==> src/rtl/uart_tx_fifo.sv <==
// uart_tx_fifo: transmit FIFO and launcher in front of uart_tx.
// Queues processor writes and hands one word at a time to the serializer.
module uart_tx_fifo #(
    parameter int DATA_BITS  = 8,
    parameter int ADDR_WIDTH = 4
) (
    input  logic                  clk,
    input  logic                  reset,
    input  logic                  wr_en,
    input  logic [DATA_BITS-1:0]  wr_data,
    input  logic                  flush,
    input  logic                  clr_ovf,
    input  logic                  tx_en,
    input  logic                  tx_done,
    output logic                  tx_start,
    output logic [DATA_BITS-1:0]  tx_data,
    output logic                  full,
    output logic                  empty,
    output logic [ADDR_WIDTH:0]   level,
    output logic                  busy,
    output logic                  overflow
);

    localparam int DEPTH = 2 ** ADDR_WIDTH;
    localparam logic [ADDR_WIDTH:0] DEPTH_L = (ADDR_WIDTH + 1)'(DEPTH);

    typedef enum logic [1:0] {
        IDLE,
        LAUNCH,
        WAIT_DONE
    } state_t;

    state_t state_q, state_d;

    logic [DATA_BITS-1:0]  mem [DEPTH];
    logic [ADDR_WIDTH-1:0] wr_ptr_q, wr_ptr_d;
    logic [ADDR_WIDTH-1:0] rd_ptr_q, rd_ptr_d;
    logic [ADDR_WIDTH:0]   level_q, level_d;
    logic [DATA_BITS-1:0]  tx_data_q, tx_data_d;
    logic                  ovf_q, ovf_d;

    logic wr_acc;
    logic pop;

    // Status flags come straight from the registered level.
    assign full  = (level_q == DEPTH_L);
    assign empty = (level_q == '0);
    assign level = level_q;

    // A flush cycle neither stores nor launches.
    assign wr_acc = wr_en & ~full & ~flush;
    assign pop    = (state_q == IDLE) & tx_en & ~empty & ~flush;

    // Storage array; contents need no reset since level gates reads.
    always_ff @(posedge clk) begin
        if (wr_acc) begin
            mem[wr_ptr_q] <= wr_data;
        end
    end

    // Pointer, level, overflow and output-word next-state logic.
    always_comb begin
        wr_ptr_d  = wr_ptr_q;
        rd_ptr_d  = rd_ptr_q;
        level_d   = level_q;
        tx_data_d = tx_data_q;
        ovf_d     = ovf_q;

        if (clr_ovf) begin
            ovf_d = 1'b0;
        end
        // Setting takes priority over clearing in the same cycle.
        if (wr_en & full & ~flush) begin
            ovf_d = 1'b1;
        end

        if (pop) begin
            tx_data_d = mem[rd_ptr_q];
        end

        if (flush) begin
            wr_ptr_d = '0;
            rd_ptr_d = '0;
            level_d  = '0;
        end else begin
            if (wr_acc) begin
                wr_ptr_d = wr_ptr_q + ADDR_WIDTH'(1);
            end
            if (pop) begin
                rd_ptr_d = rd_ptr_q + ADDR_WIDTH'(1);
            end
            unique case ({wr_acc, pop})
                2'b10:   level_d = level_q + (ADDR_WIDTH + 1)'(1);
                2'b01:   level_d = level_q - (ADDR_WIDTH + 1)'(1);
                default: level_d = level_q;
            endcase
        end
    end

    // Datapath registers with synchronous reset.
    always_ff @(posedge clk) begin
        if (reset) begin
            wr_ptr_q  <= '0;
            rd_ptr_q  <= '0;
            level_q   <= '0;
            tx_data_q <= '0;
            ovf_q     <= 1'b0;
        end else begin
            wr_ptr_q  <= wr_ptr_d;
            rd_ptr_q  <= rd_ptr_d;
            level_q   <= level_d;
            tx_data_q <= tx_data_d;
            ovf_q     <= ovf_d;
        end
    end

    // Launcher state register.
    always_ff @(posedge clk) begin
        if (reset) begin
            state_q <= IDLE;
        end else begin
            state_q <= state_d;
        end
    end

    // Launcher next state; tx_done only matters while waiting.
    always_comb begin
        state_d = state_q;
        unique case (state_q)
            IDLE:      if (pop) state_d = LAUNCH;
            LAUNCH:    state_d = WAIT_DONE;
            WAIT_DONE: if (tx_done) state_d = IDLE;
            default:   state_d = IDLE;
        endcase
    end

    // Launcher outputs (Moore).
    always_comb begin
        tx_start = (state_q == LAUNCH);
        busy     = (state_q != IDLE);
    end

    assign tx_data  = tx_data_q;
    assign overflow = ovf_q;

endmodule
==> config.mk <==
export PLATFORM = sky130hd
export DESIGN_NAME = uart_tx_fifo
export DESIGN_NICKNAME = d
export VERILOG_FILES = /design/src/rtl/uart_tx_fifo.sv
export SDC_FILE = /design/constraint.sdc
export NUM_CORES = 1
export LEC_CHECK = 0
export BUFFER_PORTS_ARGS = -buffer_cell sky130_fd_sc_hd__clkbuf_2
export CAP_MARGIN = 20
export CORE_MARGIN = 1
export CORE_UTILIZATION = 40
export CTS_CLUSTER_DIAMETER = 30
export DETAILED_ROUTE_END_ITERATION = 6
export GPL_TIMING_DRIVEN = 0
export SLEW_MARGIN = 10
export SYNTH_ARGS = -nofsm -noshare
export SYNTH_HDL_FRONTEND = slang
export SYNTH_SLANG_ARGS = --single-unit
==> constraint.sdc <==
create_clock -name clk -period 4.8 [get_ports clk]
set_input_delay 0.24 -clock clk [delete_from_list [all_inputs] [get_ports clk]]
set_output_delay 0.24 -clock clk [all_outputs]
set_load 0.02 [all_outputs]
# After elaboration in Yosys (flattened, before gate mapping)
# Memories as Yosys holds them, arrays and structs flattened. A register that Yosys moved wholly into a read port is not among the register bits.
# Cells that the tools add are included.
# Widths: inputs -> output; s select.
classes:
  add_sub_neg: 4
  n_eq_ne: 7
  muxes: 8
  bitwise: 10
  n_reduce_logical: 7
ops:
  columns: ["cell", "count"]
  rows:
  - ["$pmux 5 s2", 1]
  - ["$add 4x1->4 const B", 2]
  - ["$and 1x1->1", 7]
  - ["$pmux 2 s3", 1]
  - ["$reduce_bool 2->1", 3]
  - ["$add 5x1->5 const B", 1]
  - ["$eq 5x5->1 const B", 1]
  - ["$logic_not 5->1", 1]
  - ["$sub 5x1->5 const B", 1]
  - ["$eq 2x1->1 const B", 2]
  - ["$eq 2x2->1 const B", 2]
  - ["$mux 1", 4]
  - ["$mux 2", 2]
  - ["$ne 2x2->1 const B", 2]
  - ["$not 1->1", 3]
  - ["$logic_not 2->1", 1]
  - ["$reduce_and 2->1", 1]
  - ["$reduce_or 2->1", 1]
word_totals:
  ff_bits: 16
  ram_bits: 128
  input_bits: 15
  output_inout_bits: 18
  wordCells: 42
  mem_count: 1
memory_table:
  columns: ["memory", "words", "width", "read_ports", "rd_clocked_by_memory_dff", "write_ports", "line", "rtl"]
  rows:
  - ["mem", 16, 8, 1, 1, 1, "35", "logic [DATA_BITS-1:0] mem [DEPTH];"]

# Longest topological paths before layout
# Gate-level depths: netlist (run 1).
logic_depth:
  depth_word: 6
  mapped_depth: 9
  ltp_nobuf: 9

# Least setup slack after synthesis (run 1)
# OpenSTA, ideal clock, no wires.
synth_timing:
  path_kind: "reg2reg"
  startpoint: "register level_q[0] (netlist: level[0])"
  endpoint: "register level_q[4] (netlist: level[4])"
  arrival_time_ns: 2.555
  required_time_ns: 4.728
  setup_slack_ns: 2.173
  path_stages_with_launch: 10
  path_buffers: 0
  path_cell_list: "dfxtp_1 > nor4_1 > a21oi_1 > inv_1 > ha_1 > fa_1 > a21o_1 > a21oi_1 > mux2i_1 > mux2i_1"
synth_between:
  elab_chain_len: 6
synth_rtl:
  columns: ["item", "line", "rtl"]
  rows:
  - ["from (decl)", "38", "logic [ADDR_WIDTH:0] level_q, level_d;"]
  - ["from (signal assigned)", "111", "level_q <= level_d;"]
  - ["$eq 5x5->1 or $logic_not 5->1 (tied branches)", "46, 47", null]
  - ["$not 1->1, on equally long branches", "51, 52", null]
  - ["$and 1x1->1, on equally long branches (2 in a row)", "51, 52", null]
  - ["$eq 2x1->1 or $eq 2x2->1 (tied branches)", "92", "unique case ({wr_acc, pop})"]
  - ["$pmux 5 s2 or $reduce_bool 2->1 (tied branches)", null, null]
# Several ways; a longest one is shown, not always the timed one.
# A chain may end at the register's enable or synchronous reset.

# Worst setup path after layout (run 1)
layout_timing:
  startpoint: "register level_q[0] (netlist: level[0])"
  endpoint: "register level_q[4] (netlist: level[4])"
layout_between:
  elab_chain_len: 6
layout_rtl:
  columns: ["item", "line", "rtl"]
  rows:
  - ["$logic_not 5->1 *", "47", "assign empty = (level_q == '0);"]
  - ["$not 1->1 *", "52", "assign pop = (state_q == IDLE) & tx_en & ~empty & ~flush;"]
  - ["$and 1x1->1 * (2 in a row)", "52", null]
  - ["via pop", "43", "logic pop;"]
  - ["$eq 2x1->1 or $eq 2x2->1 (tied branches)", "92", null]
  - ["$pmux 5 s2 or $reduce_bool 2->1 (tied branches)", null, null]
# Mark *: on every way through the listed nets, which the timed path passes. The rest lies on a longest branch.

==> summary.txt, run 1 <==
Critical Path Most Common Cell = mux2i_1
crit-path cells = nor4_1 > a21boi_1 > buf_2 > ha_1 > fa_1 > a21o_1 > a21oi_1 > mux2i_1 > mux2i_1
I/O pin count = 33
total leakage power = 0.00233 µW
pwr dens = 387 nW/µm²
Layout area overhead = 16.0%
total grt overflow = 0
Layout Skew = 7.21 ps
unique cell type count in the Yosys netlist = 37
Top Family by Delay on Critical Path = adder cells
WL met1 = 5910 µm
most common flop cell mapped by yosys = edfxtp_1
antenna violations before repair = 0
share of the synthesized area in the top cell type = 62.4%
DR vias = 3477
Async SR Flop Fraction = 0%
register area share after synthesis = 70.2%
Clock Latency Late Sink = 420 ps
Slew headroom = 45.1%
hpwl dp = 8880 µm
Clock Path Buffers = 2
met3 WL = 771 µm
Worst Setup Start Kind = flip-flop
fillcell total = 1267
CP Max Fanout = 10
commonest cells in the netlist = edfxtp_1, mux2i_1, nor2_1, o22ai_1, dfxtp_1
xor and xnor area share after synthesis = 1.28%
row cnt = 44
synthesized area per cell = 15.4 µm²
Die Wd = 126 µm
count of pins over their slew limit = 0
H-tree depth = 4
final cell count without fillers = 653
GRT Resource Usage Total = 17.9%
Post-route DRC = 0
setup TNS = 0 ps
die height = 126 µm
final wirelength = 13000 µm
Fmax = 0.344 GHz
final-stage net count = 481
Die ar. = 15900 µm²
mux share of post-synthesis cell area = 11.2%
share of cells above drive strength 1 = 18.8%
clock buffer count from CTS = 17
DR vias/cell = 5.32
drt initial violations = 247
Final setup viols = 0
Core ar. = 14800 µm²
YS warnings = 0
WL per Instance = 20.0 µm
status = complete, no violations
maxcap violations = 0
Worst VDD drop = 0.000233 V
Data arrival, critical path = 3250 ps
Netlist Area Pre-Place = 6160 µm²
most frequent cell after synthesis = edfxtp_1
main combinational cell family by area after synthesis = multiplexers
Synth Area in Compound Gates = 6.02%
drt first pass iters = 4
Synth Net Count = 426
unrepaired setup endpoints after global routing = false
CP max stage delay = 490 ps
CTS tree = built
Mapped Cells = 401
Placed Instances = 620
met2 routed WL = 6070 µm
Final Power = 2770 µW
Root Driver = clkbuf_16
Worst setup EP type = flip-flop
Port Buffers = 32
Initial Util = 41.7%
Yosys reg bits = 152
Post-synth EDFFs = 128
RePlAce Congestion = 0.831
uppermost routed layer = met4
CP Class = flip-flop to flip-flop
area leader, netlist = edfxtp_1
first-pass GRT wire length = 20300 µm
fin crit period = 2900 ps
worst slew pin tran = 821 ps
largest net degree at the start of global routing = 17
CP bufs+invs = 1
Final Cycle Share = 60.5%
vias in the first global route = 3528
Synth Area in Adders = 2.15%
CP max stage cell = nor4_1
CTS sink count = 152
CP Data Required Time = 5140 ps
Final Hold Viols = 0
simple-gate share of the synthesized area = 6.67%
Clock transition at path regs = 60 ps
Hold WC Path Type = primary input to flip-flop
synth top area cells = edfxtp_1, mux2i_1, dfxtp_1, o22ai_1, nor2_1
Antenna diodes = 0
Routed Antenna Nets = 0
## worst register-to-register path: stages, from the launching register on
cell and delay [ps]:
dfxtp_1 390, nor4_1 490, a21boi_1 150, buf_2 240, ha_1 300, fa_1 430, a21o_1 200, a21oi_1 190
mux2i_1 250, mux2i_1 200
## metrics by stage
step                      hold slack (ps)  util [%]  area (µm²)  setup slack (ps)
after global placement                443      44.4        6550              1970
final                                 125      48.4        7140              1900
after floorplan                       312         -        6160              2170
after CTS                             103      48.4        7140              1880
after detailed placement              451      44.5        6570              1930
after global routing                  133      48.4        7140              1630
## where the power goes
| part | internal [µW] | total, µW | switching [µW] | leakage (µW) |
|---|---|---|---|---|
| clock | 753 | 1260 | 506 | 0.000262 |
| sequential | 1440 | 1440 | 4.04 | 0.00135 |
| combinational | 19.4 | 66.9 | 47.5 | 0.000724 |
| total | 2210 | 2770 | 557 | 0.00233 |
## cell usage in the layout, fill, tap and decap left out, types with 6 or more instances in the layout
| master | instances |
|---|---|
| a211oi_1 | 6 |
| nor4_1 | 9 |
| ha_1 | 9 |
| mux2i_1 | 69 |
| dfxtp_1 | 24 |
| clkbuf_16 | 17 |
| buf_4 | 7 |
| nor2_1 | 39 |
| buf_2 | 9 |
| a21oi_1 | 6 |
| edfxtp_1 | 128 |
| o22ai_1 | 32 |
| nand2_1 | 6 |
| clkbuf_2 | 33 |
## worst paths after layout
path / from / endpoint / slack, ps / depth (start not counted)
setup / recovery: level[0] / level[4] / 1900 / 9
hold / removal: clr_ovf / overflow / 120 / 4
setup reg to reg: level[0] / level[4] / 1900 / 9
hold reg to reg: tx_data[4] / tx_data[4] / 520 / 2
## kinds of logic (layout without fill, tap and decap cells)
family | after synthesis | after routing
compound gates | 54 | 54
xor+xnor | 9 | 9
fa+ha+maj | 10 | 10
buf+inv | 26 | 94
flops | 152 | 152
mux | 69 | 69
simple gates | 81 | 81
## per-layer routing
metal / vias up / global-route usage [%]
li1: 1654 / -
met1: 1719 / 23.5
met2: 82 / 28.0
met3: 22 / 4.63
met4: 0 / 7.87
met5: - / 0
## sequential cells by signal, summed over array words and instances, names as in the netlist
name,cells
overflow,1
wr_ptr_q,4
state_q,2
tx_data,8
rd_ptr_q,4
level,5
mem,128
## cell type report
| type | instances | area (µm²) | area share [%] |
|---|---|---|---|
| Multi-Input combinational cell | 223 | 1690 | 23.6 |
| Sequential cell | 152 | 4320 | 60.5 |
| Buffer | 22 | 135 | 1.89 |
| Clock buffer | 17 | 425 | 5.95 |
| Clock inverter | 15 | 136 | 1.91 |
| Inverter | 4 | 15.0 | 0.210 |
| Tap cell | 184 | 230 | 3.22 |
| Timing Repair Buffer | 36 | 190 | 2.66 |
## what timing repair did
| item | CTS | global route |
|---|---|---|
| hold endpoints to repair | 1 | 0 |
| endpoints found under the setup margin | 0 | 0 |
| gates resized for setup | 0 | 0 |
| hold buffers | 1 | 0 |
| setup buffers | 0 | 0 |
No activity file was read; power rests on OpenSTA's default activity.
==> inputs of run 2 (changes only) <==
==> constraint.sdc (replaced) <==
create_clock -name clk -period 2.7 [get_ports clk]
set_input_delay 0.135 -clock clk [delete_from_list [all_inputs] [get_ports clk]]
set_output_delay 0.135 -clock clk [all_outputs]
set_load 0.02 [all_outputs]
==> run 2 against run 1 <==
Die area stayed put. Cell count is 0.15% higher. Maximum frequency is 13% higher. Clock power is 77% higher. Critical path type unchanged. Largest cell class unchanged. Largest power group unchanged.
==> summary.txt, run 2 (synthesized netlist as in run 1, its figures left out) <==
first-pass GRT wire length = 20400 µm (+0.31%)
final wirelength = 13000 µm (about the same)
Clock Latency Late Sink = 420 ps (about the same)
largest register by flop count = mem
CP Class = flip-flop to flip-flop
maxcap violations = 0 (unchanged)
count of pins over their slew limit = 0 (unchanged)
max FFs per register = 128 (unchanged)
Clock transition at path regs = 60 ps (about the same)
R2R cell count = 9 (unchanged)
Routed Antenna Nets = 0 (unchanged)
antenna violations before repair = 0 (unchanged)
Root Driver = clkbuf_16
Die Wd = 126 µm (unchanged)
largest net degree at the start of global routing = 17 (unchanged)
Post-route DRC = 0 (unchanged)
pwr dens = 683 nW/µm² (+76%)
RePlAce Congestion = 0.831 (unchanged)
most frequent cells in the layout = edfxtp_1, mux2i_1, nor2_1
die height = 126 µm (unchanged)
reg2reg start = state_q[1]
CP Data Required Time = 3040 ps (-2100 ps)
reg2reg end = level[4]
Final setup viols = 0 (unchanged)
Layout Skew = 8.72 ps (+1.51 ps)
total leakage power = 0.00235 µW (+0.70%)
hpwl dp = 8880 µm (unchanged)
Slew headroom = 44.2% (-0.86 points)
I/O pin count = 33 (unchanged)
H-tree depth = 4 (unchanged)
Port Buffers = 32 (unchanged)
Clock Path Buffers = 2 (unchanged)
CTS sink count = 152 (unchanged)
Fmax = 0.390 GHz (+13%)
Initial Util = 41.7% (unchanged)
drt initial violations = 222 (-10%)
DR vias/cell = 5.36 (+0.65%)
Final Hold Viols = 0 (unchanged)
Data arrival, critical path = 2910 ps (-340 ps)
vias in the first global route = 3526 (-0.057%)
Antenna diodes = 0 (unchanged)
total grt overflow = 0 (unchanged)
fillcell total = 1261 (-0.47%)
fin crit period = 2570 ps (-338 ps)
DR vias = 3505 (+0.81%)
Core ar. = 14800 µm² (unchanged)
share of cells above drive strength 1 = 20.2% (+1.4 points)
worst reg2reg setup slack = 130 ps (-1760 ps)
WL per Instance = 19.9 µm (-0.23%)
Hold WC Path Type = primary input to flip-flop
HP Start = tx_done
CP Max Fanout = 10 (unchanged)
GRT Resource Usage Total = 17.9% (+0.047 points)
final-stage net count = 482 (+0.21%)
worst setup margin = 135 ps (-1760 ps)
CTS tree = built
setup TNS = 0 ps (unchanged)
Worst Setup Start Kind = flip-flop
Final Cycle Share = 95.0% (+35 points)
Worst setup EP type = flip-flop
row cnt = 44 (unchanged)
Die ar. = 15900 µm² (unchanged)
clock buffer count from CTS = 17 (unchanged)
worst slew pin tran = 833 ps (+12.8 ps)
Cells on Worst Hold Path = 4 (unchanged)
drt first pass iters = 4 (unchanged)
pre-CTS setup slack = -169 ps (-2100 ps)
post-CTS setup buffers = 0 (unchanged)
Worst VDD drop = 0.000413 V (+77%)
commonest non-fill, non-tap cell in the layout = edfxtp_1
status = complete, no violations
hold path endpoint = state_q[1]
Layout area overhead = 16.9%
## run 2: cell types whose count changed in the layout (fill, tap and decap cells not counted), moves of 2 or more
| cell | change |
|---|---|
| dfxtp_1 | -2 |
| dfxtp_2 | +2 |
| a21oi_1 | -2 |
| a21oi_2 | +2 |
## run 2: layout make-up
type	instances	area (µm²)	share of cell area, %
Multi-Input combinational cell	223	1730	24.0
Clock buffer	17	425	5.91
Buffer	22	138	1.91
Timing Repair Buffer	37	200	2.78
Sequential cell	152	4330	60.1
Inverter	4	15.0	0.209
Clock inverter	15	136	1.89
Tap cell	184	230	3.20
## run 2: through the flow
| step | instance area [µm²] | utilization (%) | total power, µW | std cells | hold slack (ps) |
|---|---|---|---|---|---|
| 2_1_floorplan | 6160 | - | 2660 | 401 | 207 |
| 3_3_place_gp | 6550 | 44.4 | 2720 | 617 | 338 |
| 3_5_place_dp | 6570 | 44.5 | 2730 | 620 | 346 |
| 4_1_cts | 7180 | 48.7 | 4960 | 654 | 43.5 |
| 5_1_grt | 7200 | 48.8 | 5070 | 654 | 100 |
| 6_report | 7200 | 48.8 | 4920 | 654 | 56.1 |
## run 2: per-layer routing
layer	vias up	share of wire [%]	GRT usage (%)
li1	1657	-	-
met1	1734	44	23.6
met2	92	47	28.1
met3	22	6.2	4.63
met4	0	2.3	7.87
met5	-	0	0
## run 2: how the worst max path moves through the flow
stage               cells past startpoint       end        from
floorplan                               9  level[4]    level[0]
global route                            9  level[4]  state_q[1]
detailed placement                      9  level[4]    level[0]
global placement                        9  level[4]    level[0]
CTS                                     9  level[4]    level[0]
finish                                  9  level[4]  state_q[1]
## run 2: power by group
group          switching, µW  total, µW  leakage, µW  internal (µW)
Sequential              7.76       2560      0.00135           2550
Combinational           85.7        123     0.000740           37.3
Clock                    894       2230     0.000262           1340
Total                    987       4920      0.00235           3930
## run 2: worst max-delay path: stages, from the launching register on
cell	delay (ps)
dfxtp_1	350
nor4b_4	360
a21boi_2	230
buf_4	220
ha_2	270
ha_1	290
a21o_1	190
a21oi_2	150
mux2i_1	240
mux2i_1	200
## run 2: repair_timing
action                                  in CTS  in global routing
endpoints found under the hold margin        2                  0
endpoints found under the setup margin       9                  1
hold buffers                                 2                  0
pin swaps                                    0                  1
gates resized for setup                      6                  4
==> inputs of run 3 (changes only) <==
--- a/config.mk
+++ b/config.mk
@@ -11,7 +11,7 @@
 export CORE_UTILIZATION = 40
 export CTS_CLUSTER_DIAMETER = 30
 export DETAILED_ROUTE_END_ITERATION = 6
-export GPL_TIMING_DRIVEN = 0
+export GPL_TIMING_DRIVEN = 1
 export SLEW_MARGIN = 10
 export SYNTH_ARGS = -nofsm -noshare
 export SYNTH_HDL_FRONTEND = slang
==> constraint.sdc (replaced) <==
create_clock -name clk -period 2.9 [get_ports clk]
set_input_delay 0.145 -clock clk [delete_from_list [all_inputs] [get_ports clk]]
set_output_delay 0.145 -clock clk [all_outputs]
set_load 0.02 [all_outputs]
==> run 3 against run 2 <==
Combinational power down 9%. Worst setup slack better by 130 ps. Register-to-register slack better by 130 ps. Maximum frequency down 2.5%. Clock power down 9.9%. Hold slack worse by 24 ps. Cell area down 1.3%. Sequential cell count unchanged. Critical endpoint unchanged. Largest power group unchanged.
==> summary.txt, run 3 (synthesized netlist as in run 1, its figures left out) <==
reg2reg end = level[4]
CP Class = flip-flop to flip-flop
Worst VDD drop = 0.000377 V (-8.6%)
Root Driver = clkbuf_16
row cnt = 44 (unchanged)
pwr dens = 633 nW/µm² (-7.3%)
Die Wd = 126 µm (unchanged)
Worst Setup Start Kind = flip-flop
setup TNS = 0 ps (unchanged)
GRT Resource Usage Total = 17.5% (-0.43 points)
Layout Skew = 12.4 ps (+3.72 ps)
DR vias/cell = 5.30 (-1.0%)
total leakage power = 0.00230 µW (-2.1%)
Antenna diodes = 0 (unchanged)
drt initial violations = 252 (+14%)
Data arrival, critical path = 2980 ps (+70 ps)
Routed Antenna Nets = 0 (unchanged)
CP bufs+invs = 0 (-1)
Top Family by Delay on Critical Path = adder cells
DR vias = 3411 (-2.7%)
Initial Util = 41.7% (unchanged)
commonest non-fill, non-tap cell in the layout = edfxtp_1
I/O pin count = 33 (unchanged)
maxcap violations = 0 (unchanged)
Clock Latency Late Sink = 430 ps (about the same)
worst reg2reg setup slack = 270 ps (+130 ps)
RePlAce Congestion = 0.790 (-4.9%)
Critical Path Most Common Cell = mux2i_1
Worst setup EP type = flip-flop
Clock transition at path regs = 60 ps (about the same)
Final Hold Viols = 0 (unchanged)
hpwl dp = 8700 µm (-2.1%)
hold path endpoint = overflow
Hold WC Path Type = primary input to flip-flop
number of hold buffers added after cts = 0 (-2)
H-tree depth = 4 (unchanged)
final-stage net count = 471 (-2.3%)
crit-path cells = nor4_1 > a21boi_2 > ha_1 > fa_1 > a21o_1 > a21oi_1 > mux2i_1 > mux2i_1
Clock Path Buffers = 2 (unchanged)
most frequent cells in the layout = edfxtp_1, mux2i_1, nor2_1
HP Start = clr_ovf
Port Buffers = 32 (unchanged)
total grt overflow = 0 (unchanged)
CP max stage cell = nor4_1
Layout area overhead = 15.4%
final core occ = 48.2% (-0.62 points)
fillcell total = 1292 (+2.5%)
WL per Instance = 20.4 µm (+2.6%)
die height = 126 µm (unchanged)
largest net degree at the start of global routing = 25 (+8)
largest register by flop count = mem
reg2reg start = level[0]
first-pass GRT wire length = 19900 µm (-2.1%)
Final setup viols = 0 (unchanged)
CTS sink count = 152 (unchanged)
final wirelength = 13100 µm (+0.84%)
Fmax = 0.380 GHz (-2.5%)
Die ar. = 15900 µm² (unchanged)
vias in the first global route = 3412 (-3.2%)
unrepaired setup endpoints after global routing = false
fin crit period = 2630 ps (+66.2 ps)
CP Max Fanout = 6 (-4)
Slew headroom = 45.8% (+1.6 points)
CTS tree = built
max FFs per register = 128 (unchanged)
Cells on Worst Hold Path = 4 (unchanged)
Final Cycle Share = 90.7% (-4.3 points)
clock buffer count from CTS = 17 (unchanged)
R2R cell count = 8 (-1)
drt first pass iters = 4 (unchanged)
CP Data Required Time = 3250 ps (+210 ps)
worst slew pin tran = 810 ps (-23.9 ps)
status = complete, no violations
Post-route DRC = 0 (unchanged)
Core ar. = 14800 µm² (unchanged)
CP max stage delay = 540 ps (+180 ps)
antenna violations before repair = 0 (unchanged)
post-CTS setup buffers = 0 (unchanged)
share of cells above drive strength 1 = 19.6% (-0.60 points)
post-cts sizing count = 0 (-6)
count of pins over their slew limit = 0 (unchanged)
[run 3: cell count changes in the layout (fill, tap and decap cells not counted), sizes merged]
cell,previous run,this run
inv,4,10
clkbuf,54,49
buf,20,16
clkinv,9,5
bufinv,2,0
dlygate4sd3,2,0
[run 3: final cells by class]
type | instances | area (µm²) | share of cell area (%)
Sequential cell | 152 | 4330 | 60.9
Multi-Input combinational cell | 223 | 1690 | 23.7
Clock buffer | 17 | 425 | 5.99
Timing Repair Buffer | 48 | 305 | 4.30
Tap cell | 184 | 230 | 3.24
Clock inverter | 15 | 115 | 1.62
Inverter | 4 | 15.0 | 0.211
[run 3: power by group]
part	internal (µW)	leakage, µW	switching [µW]
Sequential	2380	0.00135	6.51
Clock	1100	0.000257	903
Combinational	32.0	0.000695	80.1
[run 3: through the flow]
step	std cells	setup slack [ps]	hold WS, ps	power [µW]	area [µm²]
floorplan	401	273	217	2480	6160
global placement	610	366	452	2540	6560
detailed placement	611	299	464	2540	6570
CTS	643	281	9.83	4550	7110
global route	643	143	50.1	4640	7110
finish	643	268	32.0	4500	7110
[run 3: per-layer routing]
metal  track usage, %  vias up  part of all wire [%]
li1                 -     1642                     -
met1             23.6     1689                    46
met2             27.2       70                    47
met3             5.35       10                   5.6
met4             5.10        0                   1.1
met5                0        -                     0
[run 3: tightest hold or removal path, stage by stage]
cell,delay [ps]
clkbuf_2,80
nor2b_1,30
a21oi_1,100
nor2_1,50
[run 3: how the worst max path moves through the flow]
stage,start,endpoint,slack [ps],depth (start not counted)
4_1_cts,level[0],level[4],280,8
2_1_floorplan,level[0],level[4],270,9
3_3_place_gp,level[0],level[4],370,8
6_report,level[0],level[4],270,8
5_1_grt,level[0],level[4],140,9
3_5_place_dp,level[0],level[4],300,8
